`src/rtl/loader_pkg.sv`:
```
// loader_pkg: frame FSM and UART receiver state encodings plus the frame header byte.
package loader_pkg;
    localparam logic [7:0] LOADER_HEADER = 8'hA5;
    typedef enum logic [2:0] {IDLE, COUNT, DATA, CSUM, DONE} loader_state_t;
    typedef enum logic [1:0] {RX_IDLE, RX_START, RX_DATA, RX_STOP} rx_state_t;
endpackage

```
`src/rtl/prog_loader_uartrx.sv`:
```
// uartrx: 8N1 UART receiver with 2-flop synchronizer, mid-bit sampling and glitch rejection.
module uartrx
    import loader_pkg::*;
#(
    parameter int WIDTH        = 8,
    parameter int CLKS_PER_BIT = 1250
) (
    input  logic             clk,
    input  logic             rstn,
    input  logic             rx,
    output logic [WIDTH-1:0] rx_byte,
    output logic             rx_valid,
    output logic             rx_ferr
);
    localparam int CW = $clog2(CLKS_PER_BIT + 1);
    localparam int BW = $clog2(WIDTH);
    localparam logic [CW-1:0] HALF = CW'(CLKS_PER_BIT / 2);
    localparam logic [CW-1:0] FULL = CW'(CLKS_PER_BIT);

    rx_state_t     state;
    logic [1:0]    sync;
    logic [CW-1:0] cnt;
    logic [BW-1:0] bit_idx;
    logic          rx_s;

    assign rx_s = sync[1];

    always_ff @(posedge clk or negedge rstn) begin
        if (!rstn) begin
            sync     <= 2'b11;
            state    <= RX_IDLE;
            cnt      <= '0;
            bit_idx  <= '0;
            rx_byte  <= '0;
            rx_valid <= 1'b0;
            rx_ferr  <= 1'b0;
        end else begin
            sync     <= {sync[0], rx};
            rx_valid <= 1'b0;
            rx_ferr  <= 1'b0;
            cnt      <= cnt + 1'b1;
            case (state)
                RX_IDLE: if (!rx_s) begin
                    state <= RX_START;
                    cnt   <= CW'(1);
                end
                // a start bit that is high again at mid-bit was only a glitch
                RX_START: if (cnt == HALF) begin
                    state   <= rx_s ? RX_IDLE : RX_DATA;
                    cnt     <= CW'(1);
                    bit_idx <= '0;
                end
                RX_DATA: if (cnt == FULL) begin
                    rx_byte <= {rx_s, rx_byte[WIDTH-1:1]};
                    cnt     <= CW'(1);
                    bit_idx <= bit_idx + 1'b1;
                    if (bit_idx == BW'(WIDTH - 1)) state <= RX_STOP;
                end
                RX_STOP: if (cnt == FULL) begin
                    rx_valid <= rx_s;
                    rx_ferr  <= !rx_s;
                    state    <= RX_IDLE;
                end
                default: state <= RX_IDLE;
            endcase
        end
    end
endmodule

```
`src/rtl/prog_loader.sv`:
```
// prog_loader: UART program loader that fills CPU RAM and holds the CPU in reset until an image lands.
// Define PROG_LOADER_CHECKSUM_EN to require a trailing checksum byte before committing an image.
module prog_loader
    import loader_pkg::*;
#(
    parameter int WIDTH         = 8,
    parameter int ADDRESS_WIDTH = 4,
    parameter int CLKS_PER_BIT  = 1250
) (
    input  logic                     clk,
    input  logic                     rstn,
    input  logic                     rx,
    output logic                     wr_en,
    output logic [ADDRESS_WIDTH-1:0] wr_addr,
    output logic [WIDTH-1:0]         wr_data,
    output logic                     cpu_rstn,
    output logic                     busy,
    output logic                     done,
    output logic                     err
);
    localparam int DEPTH = 1 << ADDRESS_WIDTH;
    localparam int NW    = ADDRESS_WIDTH + 1;

    loader_state_t            state;
    logic [WIDTH-1:0]         rx_byte;
    logic                     rx_valid;
    logic                     rx_ferr;
    logic [NW-1:0]            left;
    logic [ADDRESS_WIDTH-1:0] addr;
`ifdef PROG_LOADER_CHECKSUM_EN
    logic [WIDTH-1:0]         sum;
`endif

    uartrx #(
        .WIDTH       (WIDTH),
        .CLKS_PER_BIT(CLKS_PER_BIT)
    ) u_rx (
        .clk     (clk),
        .rstn    (rstn),
        .rx      (rx),
        .rx_byte (rx_byte),
        .rx_valid(rx_valid),
        .rx_ferr (rx_ferr)
    );

    assign busy = (state == COUNT) || (state == DATA) || (state == CSUM);

    always_ff @(posedge clk or negedge rstn) begin
        if (!rstn) begin
            state    <= IDLE;
            left     <= '0;
            addr     <= '0;
            wr_en    <= 1'b0;
            wr_addr  <= '0;
            wr_data  <= '0;
            cpu_rstn <= 1'b0;
            done     <= 1'b0;
            err      <= 1'b0;
`ifdef PROG_LOADER_CHECKSUM_EN
            sum      <= '0;
`endif
        end else begin
            wr_en <= 1'b0;
            if (rx_ferr && busy) begin
                err   <= 1'b1;
                state <= IDLE;
            end else if (rx_valid) begin
                case (state)
                    IDLE, DONE: if (rx_byte == WIDTH'(LOADER_HEADER)) begin
                        state    <= COUNT;
                        err      <= 1'b0;
                        done     <= 1'b0;
                        cpu_rstn <= 1'b0;
                    end
                    // a count of zero stands for a full-depth image
                    COUNT: if (32'(rx_byte) > DEPTH) begin
                        err   <= 1'b1;
                        state <= IDLE;
                    end else begin
                        left  <= (rx_byte == '0) ? NW'(DEPTH) : NW'(rx_byte);
                        addr  <= '0;
                        state <= DATA;
`ifdef PROG_LOADER_CHECKSUM_EN
                        sum   <= '0;
`endif
                    end
                    DATA: begin
                        wr_en   <= 1'b1;
                        wr_addr <= addr;
                        wr_data <= rx_byte;
                        addr    <= addr + 1'b1;
                        left    <= left - 1'b1;
`ifdef PROG_LOADER_CHECKSUM_EN
                        sum     <= sum + rx_byte;
                        if (left == NW'(1)) state <= CSUM;
`else
                        if (left == NW'(1)) begin
                            state    <= DONE;
                            done     <= 1'b1;
                            cpu_rstn <= 1'b1;
                        end
`endif
                    end
`ifdef PROG_LOADER_CHECKSUM_EN
                    CSUM: if (rx_byte == sum) begin
                        state    <= DONE;
                        done     <= 1'b1;
                        cpu_rstn <= 1'b1;
                    end else begin
                        err   <= 1'b1;
                        state <= IDLE;
                    end
`endif
                    default: state <= IDLE;
                endcase
            end
        end
    end
endmodule

```
`config.mk`:
```
export PLATFORM = sky130hd
export DESIGN_NAME = prog_loader
export DESIGN_NICKNAME = d
export VERILOG_FILES = /design/src/rtl/loader_pkg.sv /design/src/rtl/prog_loader_uartrx.sv /design/src/rtl/prog_loader.sv
export SDC_FILE = /design/constraint.sdc
export NUM_CORES = 1
export LEC_CHECK = 0
export CAP_MARGIN = 20
export CORE_MARGIN = 1
export CORE_UTILIZATION = 56
export CTS_BUF_LIST = sky130_fd_sc_hd__clkbuf_16
export DETAILED_ROUTE_END_ITERATION = 10
export MAX_ROUTING_LAYER = met4
export PLACE_DENSITY = 0.78
export SETUP_SLACK_MARGIN = 0.05
export SLEW_MARGIN = 5
export SYNTH_ARGS = -nofsm -noshare
export SYNTH_HDL_FRONTEND = slang
export SYNTH_SLANG_ARGS = --single-unit
```
`constraint.sdc`:
```
create_clock -name clk -period 1.99 [get_ports clk]
set_input_delay 0.398 -clock clk [delete_from_list [all_inputs] [get_ports clk]]
set_output_delay 0.398 -clock clk [all_outputs]
set_load 0.05 [all_outputs]
```
# Word-level counts from Yosys, hierarchy flattened
# Index checks and enable logic that the tools add are counted.
word_totals:
  output_inout_bits: 17
  inputBits: 3
  regBits: 55
  elab_cells: 104
op_classes:
  n_mux: 39
  eq_ne: 23
  n_addsub: 4
  order_cmp: 1
  bitwise: 1
  n_reduce_logical: 21
ops:
  columns: ["cell", "count"]
  rows:
  - ["two-way mux 11 bit", 3]
  - ["one-hot mux 11 bit (3 select lines)", 1]
  - ["two-way mux 3 bit", 6]
  - ["two-way mux 2 bit", 7]
  - ["two-way mux 1 bit", 12]
  - ["adder 11 x 1 -> 11 bit, second input constant", 1]
  - ["== test 11 x 10 -> 1 bit, second input constant", 1]
  - ["== test 11 bit, second input constant", 1]
  - ["two-way mux 5 bit", 2]
  - ["inequality test 2 x 1 -> 1 bit, second input constant", 5]
  - ["one-hot mux 5 bit (2 select lines)", 1]
  - ["AND reduction 5 bit", 2]
  - ["one-hot mux 3 bit (3 select lines)", 1]
  - ["AND reduction 3 bit", 3]
  - ["== test 8 bit, second input constant", 1]
  - ["greater-than comparator 8 x 5 -> 1 bit, second input constant", 1]
  - ["logical NOT 8 bit", 1]
  - ["one-hot mux 2 bit (4 select lines)", 1]
  - ["one-hot mux 4 bit (2 select lines)", 1]
  - ["AND reduction 4 bit", 2]
  - ["nonzero test 2 bit", 4]
  - ["== test 3 x 2 -> 1 bit, second input constant", 2]
  - ["== test 3 bit, second input constant", 2]
  - ["inequality test 2 bit, second input constant", 3]
  - ["other kinds (21)", 25]

# Longest topological paths before layout
# Gate-level depths: netlist (run 1).
logic_depth:
  depth_word: 6
  mapped_depth: 8
  mapped_depth_nobuf: 7

# Modules after synthesis
# A second synthesis (run 1) with hierarchy kept.
hier_totals:
  cells_unflattened: 252
  area_unflattened_um2: 2708.8
modules_own_cells:
  columns: ["module", "n_inst", "area_each_um2", "cells_per_inst", "seq_area_each_um2"]
  rows:
  - ["prog_loader", 1, 1417.6, 147, 675.6]
  - ["uartrx", 1, 1291.2, 105, 703.2]

# Worst setup path before layout (run 1)
# No wires, ideal clock.
synth_path:
  path_kind: "register to register"
  startpoint: "register state[2]"
  endpoint: "register left[0]"
  required_time_ps: 1868
  setup_time_ps: 122
  slack_ps: 105
  n_path_buf: 1
  path_stages_with_launch: 7
  arrival_time_ps: 1764
  period_less_slack_ps: 1885
  cell_sequence: "dfrtp_1 > o21ba_2 > a21oi_1 > o31ai_2 > buf_6 > mux2i_1 > nand2_1"
synth_via:
  elab_chain_cells: 6
  word_cells_on_any_way: 11
  cone_classes: "4 x eq/ne; 1 x mux; 1 x bitwise; 5 x reduce/logical"
synth_rtl:
  columns: ["item", "line", "source"]
  rows:
  - ["start: declaration", "prog_loader.sv:24", "loader_state_t state;"]
  - ["start signal: assignment", "prog_loader.sv:50", "state <= IDLE;"]
  - ["start signal: assignment", "prog_loader.sv:66", "state <= IDLE;"]
  - ["start signal: assignment", "prog_loader.sv:70", "state <= COUNT;"]
  - ["== test 3 x 1 -> 1 bit / == test 3 x 2 -> 1 bit (equally long branches)", "prog_loader.sv:46", "assign busy = (state == COUNT) || (state == DATA) || (state == CSUM);"]
  - ["logical OR 1 bit", "prog_loader.sv:46", null]
  - ["logical OR 1 bit (*)", "prog_loader.sv:46", null]
  - ["via busy", "prog_loader.sv:17", "output logic busy,"]
  - ["logical AND 1 bit (*)", "prog_loader.sv:64", "if (rx_ferr && busy) begin"]
  - ["NOT 1 bit (no line) (*)", null, null]
  - ["AND reduction 4 bit (no line) (*)", null, null]
  - ["end signal: assignment", "prog_loader.sv:80", "left <= (rx_byte == '0) ? NW'(DEPTH) : NW'(rx_byte);"]
  - ["end signal: assignment", "prog_loader.sv:92", "left <= left - 1'b1;"]
  - ["end: declaration", "prog_loader.sv:28", "logic [NW-1:0] left;"]
# The timed path passes the listed nets; every way through them passes the cells marked *.
# A chain may end at the register's enable or synchronous reset.

# Worst setup path after layout (run 1)
layout_path:
  startpoint: "register u_rx.cnt[0]"
  endpoint: "register u_rx.state[0]"
layout_via:
  elab_chain_cells: 3
  word_cells_on_any_way: 6
  cone_classes: "5 x eq/ne; 1 x reduce/logical"
layout_rtl:
  columns: ["item", "line", "source"]
  rows:
  - ["start: declaration", "prog_loader_uartrx.sv:22", "logic [CW-1:0] cnt;"]
  - ["start signal: assignment", "prog_loader_uartrx.sv:41", "cnt <= cnt + 1'b1;"]
  - ["== test 11 bit / == test 11 x 10 -> 1 bit (equally long branches)", "prog_loader_uartrx.sv:53, prog_loader_uartrx.sv:59, prog_loader_uartrx.sv:48", null]
  - ["inequality test 2 x 1 -> 1 bit (no line)", null, null]
  - ["AND reduction 5 bit (no line) (*)", null, null]
  - ["end signal: assignment", "prog_loader_uartrx.sv:49", "state <= rx_s ? RX_IDLE : RX_DATA;"]
  - ["end: declaration", "prog_loader_uartrx.sv:20", "rx_state_t state;"]
# Mark *: on every way between the ends. The rest lies on a longest branch, timed or not.

==> metrics, run 1 <==
number of max-capacitance violations reported 0; Least-Margin Pin Slew 0.508 ns; total routing usage reported by global routing 23.7%; Seq. cell area 0.00138 mm2; overall via count from detail_route 2072; Residual DRC 0; worst setup slack after layout 0.0203 ns; GRT overflow 0; outcome complete, no violations; CTS max path bufs 2; drt first pass iters 4; setup slack at placement 0.00478 ns; Layout Nets 317; antenna diode count 0; area of the core region 0.00447 mm2; number of failing hold endpoints at the final stage 0; Setup violations, final 0; class of the most critical setup path reg2reg; wire length of the first global-routing pass 9050 um; number of vias per cell after detailed routing 5.84; count of hold buffers inserted by post-cts repair 0; insertion delay of the later-clocked pin in the worst-skew pair 0.29 ns; worst slew margin relative to its limit 66.0%; Worst Setup End Kind register; FMAX 508 MHz; clock-pin slew on the worst setup and hold paths 0.07 ns; leakage dissipation 1.54 nW; maximum vdd ir drop 513 uV; Final Wtd Congestion 0.826; number of design-rule violations left by the first detailed-router iteration 114; Crit Path Max Fanout 4; estimated wirelength of the detail-placed design 3620 um; Total Power 2.00 mW; WP data required 2.19 ns; share of synthesized area occupied by flip-flops and latches 51.2%; area of combinational cells with multiple inputs 0.00124 mm2; largest net degree at the start of global routing 29; number of sinks driven by the clock tree 55; Starting Density 60.2%; #FFs+latches synth 55; TritonCTS clock tree yes; share of flip-flops with an asynchronous set or reset after synthesis 100%; type of the most critical hold path in2async; CTS buffer count 5; flip-flop cell with the highest count after synthesis sky130_fd_sc_hd__dfrtp_1; aggregate negative setup slack 0 ns; die height 71.3 um; wire length reported by the detailed router 5530 um; post-synthesis instance area 0.00269 mm2; final-layout fill cell count 320; Post-synth EDFFs 0; Startpoint Class register; DIE WIDTH 71.3 um; count of yosys warnings during synthesis 0; mean area per synthesized cell 10.1 um2; Root Buffer Master sky130_fd_sc_hd__clkbuf_16; Syn Nets 282; Clock Skews 0.00858 ns; die footprint 0.00509 mm2; Max Transition Viols Final 0; number of distinct standard cells referenced by the synthesized netlist 51; final core utilization 72.1%; Synth Instances 267; number of antenna violations at the first check in global routing 0; min Tclk post-route 1.97 ns; number of global-route vias before repair 1980; area growth from synthesis to layout 19.8%; Hold Slack 0.0523 ns; port buffer count 19; arrival time of the worst setup path 2.17 ns; Post-DRT Antenna Nets 0; wire length per cell 15.6 um; number of placement rows 24; H-tree level count 2; fraction of layout cells with a size suffix above 1 17.5%; part of the cycle the worst path needs 99.0%; power density over the cells 621 mW/mm2; I/O pin total 20
[metal layers]
layer / vias to the layer above / wire [um] / global-route usage (%)
li1: 989 / - / -
met1: 1036 / 2330 / 28.7
met2: 39 / 2930 / 39.0
met3: 8 / 186 / 4.92
met4: 0 / 91 / 9.33
met5: - / 0 / -
[cell type report]
class	instances	share of cell area [%]
clock inverters	3	0.620
well taps	52	2.02
flip-flops and latches	55	42.8
repair buffers	35	10.7
inverters	13	1.51
multi-input cells	192	38.5
clock buffers	5	3.88
[flip-flops by register name, indices dropped and copies added, names as in the netlist, 2 cells and up, named ones only]
register      count
u_rx.sync         2
u_rx.cnt         11
addr              4
left              5
wr_data           8
state             3
wr_addr           4
u_rx.bit_idx      3
u_rx.rx_byte      8
[cells by family after synthesis]
family / synth area share [%]
flip-flops: 51.2
AND/OR/NAND/NOR: 21.7
AO/OA/AOI/OAI: 9.53
buffers and inverters: 3.44
adder cells (fa/ha/maj): 5.58
XOR/XNOR: 2.93
multiplexers: 5.58
[through the flow]
stage,instances,cell area [um2]
finish,355,3230
global route,355,3230
CTS,347,3140
detailed placement,338,2990
global placement,338,2990
floorplan,267,2690
[layout by cell type (no fill, tap or decap), types with 2 or more instances in the layout]
cell and count:
sky130_fd_sc_hd__ha_1 12, sky130_fd_sc_hd__nand3_1 10, sky130_fd_sc_hd__nand2_1 52, sky130_fd_sc_hd__a31oi_1 4
sky130_fd_sc_hd__dfrtp_2 3, sky130_fd_sc_hd__clkdlybuf4s50_1 17, sky130_fd_sc_hd__nand2_2 2, sky130_fd_sc_hd__a21oi_1 6
sky130_fd_sc_hd__clkbuf_16 5, sky130_fd_sc_hd__and4bb_2 2, sky130_fd_sc_hd__nor2_1 26, sky130_fd_sc_hd__o21a_1 2
sky130_fd_sc_hd__buf_4 13, sky130_fd_sc_hd__mux2_2 8, sky130_fd_sc_hd__or3_1 2, sky130_fd_sc_hd__buf_12 3
sky130_fd_sc_hd__nand4_1 3, sky130_fd_sc_hd__and3_1 2, sky130_fd_sc_hd__inv_1 12, sky130_fd_sc_hd__o21ai_0 9
sky130_fd_sc_hd__dfstp_2 2, sky130_fd_sc_hd__dfrtp_1 50, sky130_fd_sc_hd__or2_2 2, sky130_fd_sc_hd__nor3_1 8
sky130_fd_sc_hd__a211oi_1 2, sky130_fd_sc_hd__xnor2_1 2, sky130_fd_sc_hd__xor2_1 7, sky130_fd_sc_hd__mux2i_1 6
[final timing paths]
path | slack, ns | cells past startpoint | endpoint | from
worst min-delay path | 0.05 | 1 | left[3] | rstn
worst max register to register | 0.02 | 7 | u_rx.state[0] | u_rx.cnt[0]
worst max-delay path | 0.02 | 7 | u_rx.state[0] | u_rx.cnt[0]
max in group asynchronous | 1.37 | 2 | u_rx.sync[0] | rstn
min in group clk | 0.36 | 0 | u_rx.sync[1] | u_rx.sync[0]
worst min register to register | 0.36 | 0 | u_rx.sync[1] | u_rx.sync[0]
[cells in the mapped netlist, drive strengths merged (4+ instances only)]
cell	number	area, um2
o21ai	9	45.0
inv	13	48.8
nor3	8	40.0
xor2	7	61.3
a31oi	4	25.0
nand2	54	203
dfrtp	53	1330
nor2	26	97.6
a21oi	6	30.0
buf	5	36.3
mux2	8	90.1
ha	12	150
nand3	10	50.1
mux2i	6	60.1
[where the power goes]
group          internal (mW)  leakage (nW)  switching (mW)
Sequential              1.12         0.738         0.00155
Combinational        0.00808         0.729          0.0236
Clock                  0.464        0.0674           0.384
Total                   1.59          1.54           0.409
[worst max-delay path, cell delays in order, from the launching register on]
cell and delay (ns):
sky130_fd_sc_hd__dfrtp_2 0.43, sky130_fd_sc_hd__inv_2 0.05, sky130_fd_sc_hd__ha_1 0.14, sky130_fd_sc_hd__and4b_1 0.22
sky130_fd_sc_hd__nand4bb_1 0.18, sky130_fd_sc_hd__a222oi_1 0.47, sky130_fd_sc_hd__a21oi_1 0.17, sky130_fd_sc_hd__a31oi_1 0.21
[repair_timing]
item,in CTS,in global routing
hold endpoints to repair,0,0
buffers inserted,1,8
pin swaps,1,6
gates resized for setup,1,8
setup endpoints to repair,10,24
Note: power is estimated with default switching activity, not from simulation.
==> run 2: changes to the inputs <==
CORE_MARGIN = unset   (was 1)
clock period = 2.44 ns   (was 1.99 ns; I/O delays follow)
==> run 2 against run 1 <==
Final cell count down 3.7%. Setup slack better by 0.13 ns. Non-clock buffer count down 12. Worst hold slack better by 0.14 ns. Global-route usage down 1.7 points. Combinational power down 24%. Final area down 3.5%. Register-to-register slack better by 0.36 ns. Utilization down 2.5 points. Count of clock-buffer cells in the layout unchanged. Clock power down 7.8%. Wire length down 9.9%. Critical path type is now reg2out.
==> metrics, run 2 (same netlist as run 1, synthesis figures left out) <==
CTS max path bufs 2 (unchanged); part of the cycle the worst path needs 94.0%; port buffer count 19 (unchanged); total routing usage reported by global routing 22.0% (-1.7 points); launch point of the critical path state[2]; TritonCTS clock tree yes; CP max stage cell sky130_fd_sc_hd__clkdlybuf4s50_1; class of the most critical setup path reg2out; Least-Margin Pin Slew 0.579 ns (+0.0709 ns); arrival time of the worst setup path 1.80 ns (-0.37 ns); maximum vdd ir drop 428 uV (-17%); Worst Setup End Kind output pin; fraction of layout cells with a size suffix above 1 11.4% (-6.1 points); count of buffer and inverter cells on the critical path 1 (unchanged); fin cells 342 (-3.7%); area growth from synthesis to layout 15.6%; area of the core region 0.00447 mm2 (unchanged); Post-DRT Antenna Nets 0 (unchanged); leading registers by flop count u_rx.cnt: 11 flops, u_rx.rx_byte: 8 flops, wr_data: 8 flops; Startpoint Class register; placed cell count 335 (-0.89%); wire length per cell 14.6 um (-6.4%); number of design-rule violations left by the first detailed-router iteration 132 (+16%); number of global-route vias before repair 1843 (-6.9%); largest net degree at the start of global routing 32 (+10%); commonest non-fill, non-tap cell in the layout sky130_fd_sc_hd__nand2_1; CTS buffer count 5 (unchanged); Critical Path Max Stage Delay 0.80 ns (+0.33 ns); Root Buffer Master sky130_fd_sc_hd__clkbuf_16; area of all placed cells without fillers 0.00311 mm2 (-3.5%); clock-pin slew on the worst setup and hold paths 0.06 ns (about the same); Layout Nets 305 (-3.8%); number of sinks driven by the clock tree 55 (unchanged); Top reg by flops u_rx.cnt; launching point of the worst reg2reg path u_rx.cnt[0]; number of max-capacitance violations reported 0 (unchanged); number of vias per cell after detailed routing 5.59 (-4.2%); cells traversed along the worst timing path o21ba_2, clkdlybuf4s50_1; number of placement rows 24 (unchanged); H-tree level count 2 (unchanged); Cell Area, Placed 0.00294 mm2 (-1.5%); drt first pass iters 4 (unchanged); worst slew margin relative to its limit 61.4% (-4.6 points); Setup violations, final 0 (unchanged); type of the most critical hold path in2async; RSZ-0062 raised after global routing no; antenna diode count 0 (unchanged); Residual DRC 0 (unchanged); insertion delay of the later-clocked pin in the worst-skew pair 0.29 ns (about the same); aggregate negative setup slack 0 ns (unchanged); leakage dissipation 1.48 nW (-3.4%); outcome complete, no violations; most frequent cells in the layout sky130_fd_sc_hd__nand2_1, sky130_fd_sc_hd__dfrtp_1, sky130_fd_sc_hd__nor2_1; DIE WIDTH 71.3 um (unchanged); largest delay contributor family on the critical path buffers and inverters; number of antenna violations at the first check in global routing 0 (unchanged); number of failing hold endpoints at the final stage 0 (unchanged); Max Transition Viols Final 0 (unchanged); count of hold buffers inserted by post-cts repair 0 (unchanged); die footprint 0.00509 mm2 (unchanged); Total Power 1.72 mW (-14%); Clock Skews 0.00656 ns (-0.00202 ns); Crit Path Max Fanout 7 (+3); overall via count from detail_route 1912 (-7.7%); FMAX 436 MHz; wire length reported by the detailed router 4990 um (-9.9%); WP data required 1.95 ns (-0.24 ns); min Tclk post-route 2.29 ns; Starting Density 60.2% (unchanged); GRT overflow 0 (unchanged); power density over the cells 553 mW/mm2 (-11%); die height 71.3 um (unchanged); Final Wtd Congestion 0.899 (+8.9%); I/O pin total 20 (unchanged); max reg flops 11 (unchanged); estimated wirelength of the detail-placed design 3540 um (-2.1%); wire length of the first global-routing pass 8450 um (-6.6%)
-- run 2: cell type report --
| type | count | area, um2 |
|---|---|---|
| Multi-Input combinational cell | 192 | 1230 |
| Sequential cell | 55 | 1380 |
| Inverter | 13 | 48.8 |
| Tap cell | 52 | 65.1 |
| Clock buffer | 5 | 125 |
| Timing Repair Buffer | 23 | 228 |
| Clock inverter | 2 | 37.5 |
| Fill cell | 337 | 1360 |
-- run 2: power breakdown --
group,internal [mW],switching (mW)
logic,0.00556,0.0186
registers,0.914,0.00107
clock network,0.478,0.305
total,1.40,0.324
-- run 2: layer usage --
metal | wire [um] | track usage, % | vias up | share of wire, %
met1 | 2310 | 27.7 | 923 | 46
met4 | 50 | 6.22 | 0 | 1.0
li1 | - | - | 965 | -
met2 | 2530 | 35.8 | 19 | 51
met3 | 97 | 5.20 | 5 | 1.9
met5 | 0 | - | - | 0
-- run 2: worst paths after layout --
path                                   endpoint  slack, ns  cells past startpoint
min in group clk                   u_rx.sync[1]       0.36                      0
worst max register to register      u_rx.cnt[5]       0.38                      6
worst max-delay path                       busy       0.15                      2
worst min register to register     u_rx.sync[1]       0.36                      0
max in group asynchronous       u_rx.rx_byte[0]       1.70                      2
worst min-delay path                       done       0.19                      1
-- run 2: timing repair --
| item | CTS | global route |
|---|---|---|
| endpoints found under the hold margin | 0 | 0 |
| setup endpoints to repair | 0 | 4 |
| buffers inserted | 0 | 0 |
| resized for setup | 0 | 1 |
-- run 2: metrics by stage --
step           hold slack, ns  util (%)  setup WS [ns]
2_1_floorplan           0.192         -          0.555
3_3_place_gp            0.347      65.7          0.283
3_5_place_dp            0.347      65.7          0.220
4_1_cts                 0.204      69.4          0.138
5_1_grt                 0.243      69.6         0.0985
6_report                0.194      69.6          0.147
==> run 3: changes to the inputs <==
HOLD_SLACK_MARGIN = 0.08   (was unset)
==> results of run 3 <==
No change in the layout: final DEF, timing and power equal those of run 2.
